===== src/rtl/router_pkg.sv =====
// Shared router constants and helpers.
// Holds the output FIFO defaults (byte width, depth, idle timeout) and the
// header byte-count width/helper used when a packet header is read out.
package router_pkg;

    // Number of destination ports on the router.
    localparam int unsigned ROUTER_NUM_PORTS = 3;

    // Output FIFO defaults.
    localparam int unsigned FIFO_DATA_W  = 8;
    localparam int unsigned FIFO_DEPTH   = 16;
    localparam int unsigned FIFO_TIMEOUT = 30;

    // Byte counter loaded from a header: payload length field plus parity.
    localparam int unsigned HDR_CNT_W = 6;
    typedef logic [HDR_CNT_W-1:0] byte_cnt_t;

    // Header bits [7:2] carry the payload length; one extra byte of parity.
    function automatic byte_cnt_t hdr_byte_cnt(input logic [HDR_CNT_W-1:0] len_field);
        return len_field + byte_cnt_t'(1);
    endfunction

endpackage


===== src/rtl/router_fifo_timer.sv =====
// Idle watchdog for the router output FIFO.
// Counts cycles in which the FIFO holds data but nobody reads it. When the
// count would pass TIMEOUT-1 the FIFO is flushed on that edge and soft_rst_o
// pulses high for the following cycle.
// Ports:
//   clk_i       clock
//   rst_i       asynchronous active-high reset
//   vld_out_i   FIFO non-empty
//   rd_en_i     read request from destination side
//   flush_o     combinational: flush the FIFO on this edge
//   soft_rst_o  registered one-cycle pulse after a timeout flush
module router_fifo_timer #(
    parameter int unsigned TIMEOUT = 30
) (
    input  logic clk_i,
    input  logic rst_i,
    input  logic vld_out_i,
    input  logic rd_en_i,
    output logic flush_o,
    output logic soft_rst_o
);

    localparam int unsigned IdleW = $clog2(TIMEOUT + 1);
    localparam logic [IdleW-1:0] IdleLast = IdleW'(TIMEOUT - 1);

    logic [IdleW-1:0] idle_q, idle_d;
    logic             soft_rst_q, soft_rst_d;

    always_comb begin
        idle_d     = idle_q;
        flush_o    = 1'b0;
        if (!vld_out_i || rd_en_i) begin
            idle_d = '0;
        end else if (idle_q == IdleLast) begin
            flush_o = 1'b1;
            idle_d  = '0;
        end else begin
            idle_d = idle_q + IdleW'(1);
        end
        soft_rst_d = flush_o;
    end

    always_ff @(posedge clk_i or posedge rst_i) begin
        if (rst_i) begin
            idle_q     <= '0;
            soft_rst_q <= 1'b0;
        end else begin
            idle_q     <= idle_d;
            soft_rst_q <= soft_rst_d;
        end
    end

    assign soft_rst_o = soft_rst_q;

endmodule


===== src/rtl/router_out_fifo.sv =====
// Router output FIFO with packet-aware read data and idle self-flush.
// Each entry stores a byte plus its header flag. Reading a header loads a
// byte counter with the packet's remaining length; once the packet has been
// fully read and no read is pending, dout returns to zero. An idle watchdog
// flushes the FIFO when data sits unread for TIMEOUT cycles.
// Ports:
//   clk, rst      clock, asynchronous active-high reset
//   we, din, lfd  write request, byte, header marker
//   rd_en         read request
//   dout          registered read data
//   vld_out       FIFO non-empty
//   full, empty   occupancy flags
//   soft_rst      one-cycle pulse after an idle-timeout flush
module router_out_fifo
    import router_pkg::*;
#(
    parameter int unsigned DATA_W  = FIFO_DATA_W,   // must be >= 8 (header length in [7:2])
    parameter int unsigned DEPTH   = FIFO_DEPTH,
    parameter int unsigned TIMEOUT = FIFO_TIMEOUT
) (
    input  logic              clk,
    input  logic              rst,
    input  logic              we,
    input  logic [DATA_W-1:0] din,
    input  logic              lfd,
    input  logic              rd_en,
    output logic [DATA_W-1:0] dout,
    output logic              vld_out,
    output logic              full,
    output logic              empty,
    output logic              soft_rst
);

    localparam int unsigned AddrW = $clog2(DEPTH);

    typedef logic [DATA_W:0] entry_t;

    entry_t             mem_q [DEPTH];
    logic [AddrW:0]     wr_ptr_q, wr_ptr_d;
    logic [AddrW:0]     rd_ptr_q, rd_ptr_d;
    byte_cnt_t          cnt_q, cnt_d;
    logic [DATA_W-1:0]  dout_q, dout_d;

    logic   do_wr;
    logic   do_rd;
    logic   flush;
    entry_t rd_word;

    // Extra pointer MSB distinguishes full from empty when addresses match.
    assign empty   = (wr_ptr_q == rd_ptr_q);
    assign full    = (wr_ptr_q[AddrW-1:0] == rd_ptr_q[AddrW-1:0]) &&
                     (wr_ptr_q[AddrW] != rd_ptr_q[AddrW]);
    assign vld_out = ~empty;

    // A write landing on the timeout edge is lost with the flush.
    assign do_wr   = we & ~full & ~flush;
    assign do_rd   = rd_en & ~empty;
    assign rd_word = mem_q[rd_ptr_q[AddrW-1:0]];

    router_fifo_timer #(
        .TIMEOUT (TIMEOUT)
    ) u_timer (
        .clk_i      (clk),
        .rst_i      (rst),
        .vld_out_i  (vld_out),
        .rd_en_i    (rd_en),
        .flush_o    (flush),
        .soft_rst_o (soft_rst)
    );

    always_comb begin
        wr_ptr_d = wr_ptr_q;
        rd_ptr_d = rd_ptr_q;
        cnt_d    = cnt_q;
        dout_d   = dout_q;
        if (flush) begin
            wr_ptr_d = '0;
            rd_ptr_d = '0;
            cnt_d    = '0;
            dout_d   = '0;
        end else begin
            if (do_wr) begin
                wr_ptr_d = wr_ptr_q + (AddrW + 1)'(1);
            end
            if (do_rd) begin
                rd_ptr_d = rd_ptr_q + (AddrW + 1)'(1);
                dout_d   = rd_word[DATA_W-1:0];
                if (rd_word[DATA_W]) begin
                    cnt_d = hdr_byte_cnt(rd_word[7:2]);
                end else if (cnt_q != '0) begin
                    cnt_d = cnt_q - byte_cnt_t'(1);
                end
            end else if (cnt_q == '0) begin
                // Packet fully delivered: idle the data bus.
                dout_d = '0;
            end
        end
    end

    always_ff @(posedge clk or posedge rst) begin
        if (rst) begin
            wr_ptr_q <= '0;
            rd_ptr_q <= '0;
            cnt_q    <= '0;
            dout_q   <= '0;
        end else begin
            wr_ptr_q <= wr_ptr_d;
            rd_ptr_q <= rd_ptr_d;
            cnt_q    <= cnt_d;
            dout_q   <= dout_d;
        end
    end

    // Storage is not reset; pointers define what is valid.
    always_ff @(posedge clk) begin
        if (do_wr) begin
            mem_q[wr_ptr_q[AddrW-1:0]] <= {lfd, din};
        end
    end

    assign dout = dout_q;

endmodule


===== config.mk =====
export PLATFORM = sky130hd
export DESIGN_NAME = router_out_fifo
export DESIGN_NICKNAME = d
export VERILOG_FILES = /design/src/rtl/router_pkg.sv /design/src/rtl/router_fifo_timer.sv /design/src/rtl/router_out_fifo.sv
export SDC_FILE = /design/constraint.sdc
export NUM_CORES = 1
export LEC_CHECK = 0
export CORE_MARGIN = 5
export CORE_UTILIZATION = 55
export CTS_CLUSTER_DIAMETER = 200
export DETAILED_ROUTE_END_ITERATION = 12
export GPL_TIMING_DRIVEN = 0
export PLACE_DENSITY = 0.77
export SYNTH_ARGS = -nofsm -noshare
export SYNTH_HDL_FRONTEND = slang
export SYNTH_SLANG_ARGS = --single-unit

===== constraint.sdc =====
create_clock -name clk -period 2.9 [get_ports clk]
set_input_delay 0.87 -clock clk [delete_from_list [all_inputs] [get_ports clk]]
set_output_delay 0.87 -clock clk [all_outputs]
set_load 0.005 [all_outputs]

-- Word-level counts from Yosys, hierarchy flattened
Memories as Yosys holds them, arrays and structs flattened.
Index checks and enable logic that the tools add are counted.
- bits in registers: 30
- memories: 1
- word-level logic and storage cells: 48
- latch bits: 0
- bits of input ports: 13
- RAM bits: 144
- output and inout bits: 12
- bits in read-only memories: 0
- memory list (memory ; words ; width ; read ports ; clocked after Yosys merged registers in ; write ports ; RTL line ; source):
    mem_q ; 16 ; 9 ; 1 ; 0 ; 1 ; router_out_fifo.sv:38 ; entry_t mem_q [DEPTH];
- multipliers: 0
- add/subtract/negate cells: 5
- reductions and logical operators: 9
- bitwise operators: 6
- shift-type cells: 0
- div/mod/pow operators: 0
- magnitude comparators: 0
- muxes and demuxes: 17
- equal/unequal tests: 4
- operators with widths (operator ; count):
    $mux 5 ; 6
    $mux 6 ; 4
    $mux 8 ; 3
    $add 5x1->5 const B ; 3
    $add 6x1->6 const B ; 1
    $logic_not 6->1 ; 1
    $reduce_bool 3->1 ; 2
    $reduce_bool 6->1 ; 1
    $sub 6x1->6 const B ; 1
    $eq 5x5->1 ; 1
    $eq 5x5->1 const B ; 1
    $eq 4x4->1 ; 1
    $mux 1 ; 4
    $reduce_bool 2->1 ; 2
    $and 1x1->1 ; 3
    $not 1->1 ; 3
    $reduce_and 2->1 ; 1
    $logic_and 1x1->1 ; 1
    $logic_or 1x1->1 ; 1
    $ne 1x1->1 ; 1

-- Logic depth before layout (Yosys ltp)
Gate-level depths: netlist of the first run.
- word-level depth: 7
- gate-level depth with buffers: 11
- mapped depth without buffers: 8

-- Hierarchy
From an unflattened synthesis of the first run, not the netlist that was laid out.
- cells, all modules: 443
- area total of the unflattened synthesis: 7364.6 µm²
- by module, submodules not included (module ; cells each ; area each (µm²) ; seq. area each (µm²) ; times used):
    router_out_fifo ; 420 ; 7105.6 ; 4924.7 ; 1
    router_fifo_timer ; 23 ; 259.0 ; 150.1 ; 1

-- Worst setup path before layout of the first run
OpenSTA, ideal clock, no wires.
- path type: register to register
- start point: register rd_ptr_q[0]
- end point: memory mem_q[0][0] in the netlist's numbering, enable pin
- setup slack: 0.082 ns
- required time: 2.513 ns
- setup time: 0.387 ns
- path buffers: 3
- stages on the path, launching flop included: 10
- arrival: 2.431 ns
- clock period less this slack: 2.818 ns
- path through: dfrtp_1 buf_6 buf_12 buf_12 xnor2_1 and4_1 a21boi_2 nor2b_1 nand2_1 nor3_1
- longest elaborated chain between the ends: 7
- elaborated cells on any way between the ends: 11
- those cells by class: eq/ne: 2; mux: 3; bitwise: 4; reduce/logical: 2
- RTL lines (element ; RTL line ; source):
    from (decl) ; router_out_fifo.sv:40 ; logic [AddrW:0] rd_ptr_q, rd_ptr_d;
    from (signal assigned) ; router_out_fifo.sv:108 ; rd_ptr_q <= rd_ptr_d;
    $eq 5x5->1 / $eq 4x4->1 (equally long branches) ; router_out_fifo.sv:50, router_out_fifo.sv:51 ;
    $logic_or 1x1->1 / $logic_and 1x1->1 (equally long branches) ; router_fifo_timer.sv:32, router_out_fifo.sv:51 ;
    $mux 1 / $not 1->1 (equally long branches) ; router_fifo_timer.sv:32, router_out_fifo.sv:56 ;
    $not 1->1 / $and 1x1->1 (equally long branches) ; router_out_fifo.sv:56 ; assign do_wr = we & ~full & ~flush;
    $and 1x1->1 * ; router_out_fifo.sv:56 ;
    $mux 1 * ; router_out_fifo.sv:116 ; if (do_wr) begin
    $mux 1 (not written as such) * ; router_out_fifo.sv:117 ; mem_q[wr_ptr_q[AddrW-1:0]] <= {lfd, din};
    to (decl) ; router_out_fifo.sv:38 ;
Mark *: on every way between the ends. The rest lies on a longest branch, timed or not.

-- Worst setup path in the final report of the first run
- start point: register rd_ptr_q[3]
- end point: memory mem_q[0][1] in the netlist's numbering, enable pin
Same word-level chain as after synthesis.

==> results of run 1 <==
[layer usage]
metal	up-vias	global-route usage
met3	38	0.0707
met5	-	0
li1	1756	-
met1	2094	0.283
met4	0	0.0606
met2	232	0.360
[what timing repair did]
item,in CTS,in global routing
gates resized for setup,30,10
setup endpoints to repair,114,136
buffers inserted,2,7
gates cloned,0,0
hold buffers,0,0
pin swaps,3,9
endpoints found under the hold margin,0,0
[per-stage QoR]
stage               hold WS [ns]  worst slack, ns  area (sq um)
floorplan                  0.461           0.0821          7360
global placement           0.464            -1.06          7830
detailed placement         0.483           -0.733          7890
CTS                        0.501           0.0220          8550
global route               0.528          -0.0793          8710
finish                     0.500           0.0232          8710
[cells by family (layout without fill, tap and decap cells)]
family                     Yosys count  count (layout)
AOI/OAI and AO/OA                   43              43
xor gates and xnor gates            21              21
adders and majority gates           10              10
buffers and inverters               31              94
DFF                                174             174
muxes                               51              51
and+or+nand+nor                     93              93
[worst max-delay path, delay by kind of cell, from the launching register on]
kind / cells / cell delay, ns
XOR/XNOR: 1 / 0.16
flip-flops: 1 / 0.41
buffers and inverters: 2 / 0.43
AO/OA/AOI/OAI: 1 / 0.30
AND/OR/NAND/NOR: 4 / 1.27
[area by class of cell]
cell class                 instances  area, sq um
buffer                            13         97.6
clock buffer                      17          425
clock inverter                    15          153
fill                             873         4480
inverter                          12         45.0
multi-input combinational        218         2250
sequential                       174         5080
tap                              176          220
timing repair buffer              37          438
[power breakdown]
| part | switching (W) | total (W) | internal (W) | leakage [nW] |
|---|---|---|---|---|
| Clock | 0.00102 | 0.00223 | 0.00121 | 0.275 |
| Combinational | 0.00181 | 0.00334 | 0.00153 | 1.05 |
| Sequential | 0.000281 | 0.00339 | 0.00311 | 1.67 |
[layout by cell type, fill, tap and decap left out, types with 3 or more instances in the layout]
cell type        synthesis  routed
nand2_1                 18      18
mux2i_1                  8       8
a21oi_1                  4       4
ha_1                    10      10
nand4_1                  5       5
dfrtp_1                 30      28
mux2_1                   3       3
nand2b_1                 4       4
nor2_1                  34      21
mux4_1                  10      10
clkinvlp_4               0       3
buf_12                   3       8
clkbuf_16                0      17
nor2_4                   0      12
edfxtp_1               144     144
inv_6                    0       5
buf_2                    8       8
xor2_1                  10      10
mux4_2                  25      25
nand3_1                  6       6
nor2b_1                  3       3
buf_6                    3       5
a22o_1                   6       6
nor3_1                   7       3
nor3_4                   0       3
buf_4                    1       3
inv_1                   12      12
mux2_2                   5       5
o21ai_0                  8       8
o21ai_1                  4       4
clkdlybuf4s50_1          0      21
o22ai_1                  7       7
a22oi_1                  4       4
xnor2_1                 11       8
[worst paths after layout]
| path | end | slack, ns | cells past startpoint |
|---|---|---|---|
| setup reg to reg | mem_q[0][1] | 0.02 | 8 |
| hold reg to reg | dout[2] | 0.50 | 2 |
| setup / recovery | mem_q[0][1] | 0.02 | 8 |
| min in group asynchronous | rd_ptr_q[1] | 1.04 | 2 |
| max in group asynchronous | wr_ptr_q[3] | 1.10 | 2 |
| hold / removal | dout[2] | 0.50 | 2 |
[sequential cells by signal, summed over array words and instances (netlist names)]
name                count
u_timer.idle_q          5
rd_ptr_q                5
wr_ptr_q                5
dout                    8
cnt_q                   6
mem_q                 144
u_timer.soft_rst_o      1
==> flow_summary.rst, run 1 <==
.. list-table::
   :header-rows: 1

   * - Metric
     - Value
   * - Largest cells by area after synthesis
     - edfxtp_1, dfrtp_1, mux4_2
   * - Largest net degree at the start of global routing
     - 31
   * - Final critical-path share of the clock period
     - 0.992
   * - Result of the run
     - completed
   * - Critical path arrival
     - 3.02 ns
   * - Worst hold path startpoint
     - dout[2]
   * - Library cell occupying the most area in the post-synthesis netlist
     - edfxtp_1
   * - Core area
     - 13200 sq um
   * - CP endpoint kind
     - flip-flop
   * - Worst setup path start
     - rd_ptr_q[3]
   * - Wire length after detailed routing
     - 16.4 mm
   * - Mean Syn Cell Area
     - 17.4 sq um
   * - Worst-skew pair later-pin latency
     - 0.44 ns
   * - Power density over the cells
     - 1030 nW/um^2
   * - Number of port buffers
     - 24
   * - Post-Synthesis Net Count
     - 446
   * - Post-synth cell types
     - 52
   * - Number of nets in the finished design
     - 496
   * - Timing-limited maximum frequency
     - 348 MHz
   * - Most common cell in the synthesized netlist
     - edfxtp_1
   * - Most common library cells after synthesis
     - edfxtp_1, nor2_1, dfrtp_1, mux4_2, nand2_1
   * - Top routing layer used
     - met4
   * - CTS tree
     - done
   * - Effective utilization at floorplan
     - 0.558
   * - Via total after detailed routing
     - 4120
   * - YS warnings
     - 0
   * - Global-route wire length before repair
     - 25.2 mm
   * - Post-synthesis instance total
     - 423
   * - Flip-flop and latch count after synthesis
     - 174
   * - Worst path max stage delay
     - 0.41 ns
   * - H-tree depth
     - 4
   * - Multiplexer fraction of the synthesized cell area
     - 0.135
   * - Final number of hold-violating endpoints
     - 0
   * - Non-filler instance count after layout
     - 662
   * - Gpl congestion
     - 0.809
   * - Slowest cell on the critical path
     - dfrtp_1
   * - Crit path launch type
     - flip-flop
   * - Width of the die
     - 126 microns
   * - Final setup violation count
     - 0
   * - Remaining max-slew budget at the tightest pin
     - 0.237
   * - Number of clock buffers inserted by TritonCTS
     - 17
   * - Die span in y
     - 126 microns
   * - Worst clock skew
     - 0.00837 ns
   * - Antenna violations before repair
     - 0
   * - Routed length on met1
     - 6.34 mm
   * - Pre-antenna DRT Iters
     - 5
   * - Half-perimeter wire length after detailed placement
     - 10.1 mm
   * - Root buffer cell
     - clkbuf_16
   * - Number of max-cap violations
     - 0
   * - RR Startpoint
     - rd_ptr_q[3]
   * - Hold/Removal Path Class
     - flip-flop to flip-flop
   * - Layout overhead on the synthesized area
     - 18.3%
   * - Critical path class
     - flip-flop to flip-flop
   * - Avg Vias per Cell
     - 6.22
   * - Combinational family with the most area after synthesis
     - multiplexers
   * - Share of cells above drive strength 1
     - 0.247
   * - Aggregate global-route resource usage
     - 0.218
   * - Max-slew violation total from the final report
     - 0
   * - Worst Path Required
     - 3.04 ns
   * - Post-DRT Antenna Nets
     - 0
   * - Met2 Wirelength
     - 8.16 mm
   * - DR iter-0 viols
     - 510
   * - Adder-cell share of the synthesized area
     - 0.0170
   * - Number of global-route vias before repair
     - 4192
   * - Parity-gate share of the synthesized area counting xor and xnor cells
     - 0.0250
   * - Cell area after technology mapping
     - 7360 sq um
   * - Final Power
     - 0.00896 W
   * - TritonCTS Sinks
     - 174
   * - Wire per inst
     - 24.7 microns
   * - Number of synthesized flops with an enable pin
     - 144
   * - Static leakage
     - 2.99 nW
   * - Sum of met3 wire segment lengths after detailed routing
     - 1.37 mm
   * - Setup repair after global routing missed its margin
     - true
   * - Area share of the largest cell type after synthesis
     - 0.587
   * - Peak ir drop on the vdd network
     - 595 uV
   * - Area of the die
     - 15800 sq um
   * - Diodes inserted
     - 0
   * - Worst path cell trace
     - buf_2 > xnor2_2 > and4_1 > a21boi_2 > nor2b_1 > nand2_1 > nor3_4 > buf_6
   * - Largest buffer count on any clock path
     - 2
   * - Final critical delay including setup and external delays
     - 2.88 ns
   * - Post-CTS clock slew at the launch and capture registers of the worst setup and hold paths
     - 0.07 ns
   * - Placed cell count
     - 627
   * - Count of pins on the block boundary
     - 25
   * - Fraction of the mapped netlist area in compound gates
     - 0.0409
   * - Area share of and/or/nand/nor cells after synthesis
     - 0.0654
   * - Final Core Density
     - 0.660
   * - Largest fanout of any net on the critical path
     - 10
   * - Sequential share of the synthesized area
     - 0.689
   * - Worst slew pin tran
     - 1.14 ns
   * - Placement row count
     - 42
   * - DRC errors left
     - 0
   * - Async S/R FF share, synth
     - 0.172
   * - Top_reg_cell synth
     - edfxtp_1
   * - Setup tns final
     - 0 ns
   * - Total global routing overflow
     - 0
Note: power is estimated with default switching activity, not from simulation.
==> run 2: changes to the inputs <==
--- a/config.mk
+++ b/config.mk
@@ -6,11 +6,11 @@
 export NUM_CORES = 1
 export LEC_CHECK = 0
 export CORE_MARGIN = 5
-export CORE_UTILIZATION = 55
+export CORE_UTILIZATION = 60
 export CTS_CLUSTER_DIAMETER = 200
 export DETAILED_ROUTE_END_ITERATION = 12
 export GPL_TIMING_DRIVEN = 0
-export PLACE_DENSITY = 0.77
+export PLACE_DENSITY = 0.79
 export SYNTH_ARGS = -nofsm -noshare
 export SYNTH_HDL_FRONTEND = slang
 export SYNTH_SLANG_ARGS = --single-unit
==> constraint.sdc (replaced) <==
create_clock -name clk -period 3.1 [get_ports clk]
set_input_delay 0.93 -clock clk [delete_from_list [all_inputs] [get_ports clk]]
set_output_delay 0.93 -clock clk [all_outputs]
set_load 0.005 [all_outputs]
==> run 2 against run 1 <==
Against the previous run:
- largest cell class unchanged
- maximum frequency decreased by 3.9%
- cell count decreased by 3.8%
- sequential share of layout area increased by 0.28 points
- sequential power decreased by 7.4%
- wire length increased by 0.13%
- total power decreased by 4.8%
- worst hold slack got worse by 0.010 ns
- die area decreased by 7.7%
- clock-buffer cell count increased by 6
- largest power group is now combinational cells
- critical endpoint is now mem_q[13][5]
==> flow_summary.rst, run 2 (synthesis gave the netlist of run 1 again) <==
.. list-table::
   :header-rows: 1

   * - Metric
     - Value
   * - Result of the run
     - completed
   * - Antenna violations before repair
     - 0
   * - Width of the die
     - 121 microns
   * - WP depth
     - 6
   * - Timing-limited maximum frequency
     - 334 MHz
   * - Final Power
     - 0.00853 W
   * - CTS tree
     - done
   * - Worst slew pin tran
     - 1.12 ns
   * - Share of cells above drive strength 1
     - 0.243
   * - Number of max-cap violations
     - 0
   * - CP endpoint kind
     - flip-flop
   * - Count of pins on the block boundary
     - 25
   * - Worst setup path start
     - wr_ptr_q[3]
   * - Gpl congestion
     - 0.828
   * - Post-DRT Antenna Nets
     - 0
   * - Worst hold path startpoint
     - dout[2]
   * - Placed cell count
     - 598
   * - Number of global-route vias before repair
     - 4268
   * - Global-route wire length before repair
     - 24.5 mm
   * - DP Worst Slack
     - -0.585 ns
   * - Number of flip-flops under the largest register name
     - 144
   * - Sequential cell area
     - 5070 sq um
   * - Final Core Density
     - 0.721
   * - Wire per inst
     - 25.7 microns
   * - Worst path max stage delay
     - 0.70 ns
   * - Setup slack after layout
     - 0.107 ns
   * - Half-perimeter wire length after detailed placement
     - 9.96 mm
   * - Max-slew violation total from the final report
     - 0
   * - Avg Vias per Cell
     - 6.53
   * - DR iter-0 viols
     - 501
   * - Minimum setup slack among reg-to-reg paths
     - 0.11 ns
   * - Worst Path Required
     - 3.16 ns
   * - Number of clock buffers inserted by TritonCTS
     - 17
   * - Largest buffer count on any clock path
     - 2
   * - Placement row count
     - 40
   * - Critical R2R Capture
     - mem_q[13][5]
   * - Hold buffer count at cts
     - 0
   * - Most frequent cells in the layout
     - edfxtp_1, dfrtp_1, mux4_2, nor2_1, clkdlybuf4s50_1
   * - Pre-antenna DRT Iters
     - 6
   * - Final setup violation count
     - 0
   * - DRC errors left
     - 0
   * - R2R cell count
     - 6
   * - Post-CTS clock slew at the launch and capture registers of the worst setup and hold paths
     - 0.06 ns
   * - Root buffer cell
     - clkbuf_16
   * - Hold Path Stages
     - 2
   * - Filler Cell Count
     - 756
   * - TritonCTS Sinks
     - 174
   * - Number of buffer and inverter instances along the worst setup path
     - 0
   * - Core area
     - 12000 sq um
   * - Wire length after detailed routing
     - 16.4 mm
   * - Worst Hold Path EP
     - dout[2]
   * - Worst clock skew
     - 0.0113 ns
   * - Aggregate global-route resource usage
     - 0.238
   * - Effective utilization at floorplan
     - 0.613
   * - Hold/Removal Path Class
     - flip-flop to flip-flop
   * - Worst path cell trace
     - xnor2_1 > and4_1 > a21boi_2 > nor2b_1 > nand2_1 > nor2_4
   * - Family with the most delay on the worst path
     - simple AND/OR/NAND/NOR gates
   * - Most common cell after layout, fill and taps aside
     - edfxtp_1
   * - Critical path class
     - flip-flop to flip-flop
   * - Total global routing overflow
     - 0
   * - Number of nets in the finished design
     - 500
   * - Setup tns final
     - 0 ns
   * - Area of the die
     - 14600 sq um
   * - Final critical-path share of the clock period
     - 0.966
   * - Largest fanout of any net on the critical path
     - 9
   * - Via total after detailed routing
     - 4160
   * - Power density over the cells
     - 984 nW/um^2
   * - Static leakage
     - 3.01 nW
   * - Peak ir drop on the vdd network
     - 620 uV
   * - Final critical delay including setup and external delays
     - 2.99 ns
   * - Remaining max-slew budget at the tightest pin
     - 0.250
   * - Layout overhead on the synthesized area
     - 17.6%
   * - Largest net degree at the start of global routing
     - 31
   * - Number of port buffers
     - 24
   * - Diodes inserted
     - 0
   * - Non-filler instance count after layout
     - 637
   * - Crit path launch type
     - flip-flop
   * - Area of combinational cells with multiple inputs
     - 2250 sq um
   * - RR Startpoint
     - wr_ptr_q[3]
   * - Final number of hold-violating endpoints
     - 0
   * - Critical path arrival
     - 3.06 ns
   * - H-tree depth
     - 4
   * - Die span in y
     - 121 microns
   * - Worst-skew pair later-pin latency
     - 0.43 ns
   * - Slowest cell on the critical path
     - dfrtp_1
[run 2: changes by cell type in the layout (fill, tap and decap cells not counted), sizes merged]
cell           delta
clkbuf            +6
inv               -6
buf               +5
bufinv            +2
clkinv            -2
clkdlybuf4s15     -1
[run 2: what timing repair did]
item | 4_1_cts | 5_1_grt
buffers inserted | 4 | 5
setup endpoints to repair | 117 | 120
pin swaps | 4 | 4
gates resized for setup | 21 | 16
[run 2: per-layer routing]
metal,wire length [microns],track usage
met1,6390,0.299
met2,8060,0.378
met3,1350,0.0702
met4,570,0.124
met5,0,0
[run 2: metrics by stage]
step,hold WS [ns],cell area [sq um]
after floorplan,0.461,7360
after global placement,0.465,7790
after detailed placement,0.490,7850
after CTS,0.501,8550
after global routing,0.511,8660
final,0.490,8660
[run 2: tightest hold or removal path, delay by kind of cell, from the launching register on]
kind / cells / cell delay [ns]
compound gates: 1 / 0.06
flops: 1 / 0.34
simple gates: 1 / 0.04
[run 2: final cells by class]
cell class,count,area share
Tap cell,147,0.0212
Sequential cell,174,0.586
Multi-Input combinational cell,218,0.260
Timing Repair Buffer,37,0.0416
Clock buffer,23,0.0552
Inverter,12,0.00520
Clock inverter,9,0.0156
Buffer,17,0.0155
[run 2: power by group]
group          switching [W]  total [W]  internal [W]  leakage, nW
clock               0.000848    0.00218       0.00133        0.290
sequential          0.000231    0.00314       0.00291         1.67
combinational        0.00176    0.00321       0.00145         1.05
[run 2: how the worst max path moves through the flow]
stage	to	slack (ns)
4_1_cts	mem_q[0][5]	-0.07
6_report	mem_q[13][5]	0.11
3_3_place_gp	mem_q[3][0]	-0.95
5_1_grt	mem_q[2][5]	-0.03
3_5_place_dp	mem_q[13][1]	-0.58
2_1_floorplan	mem_q[0][0]	0.28
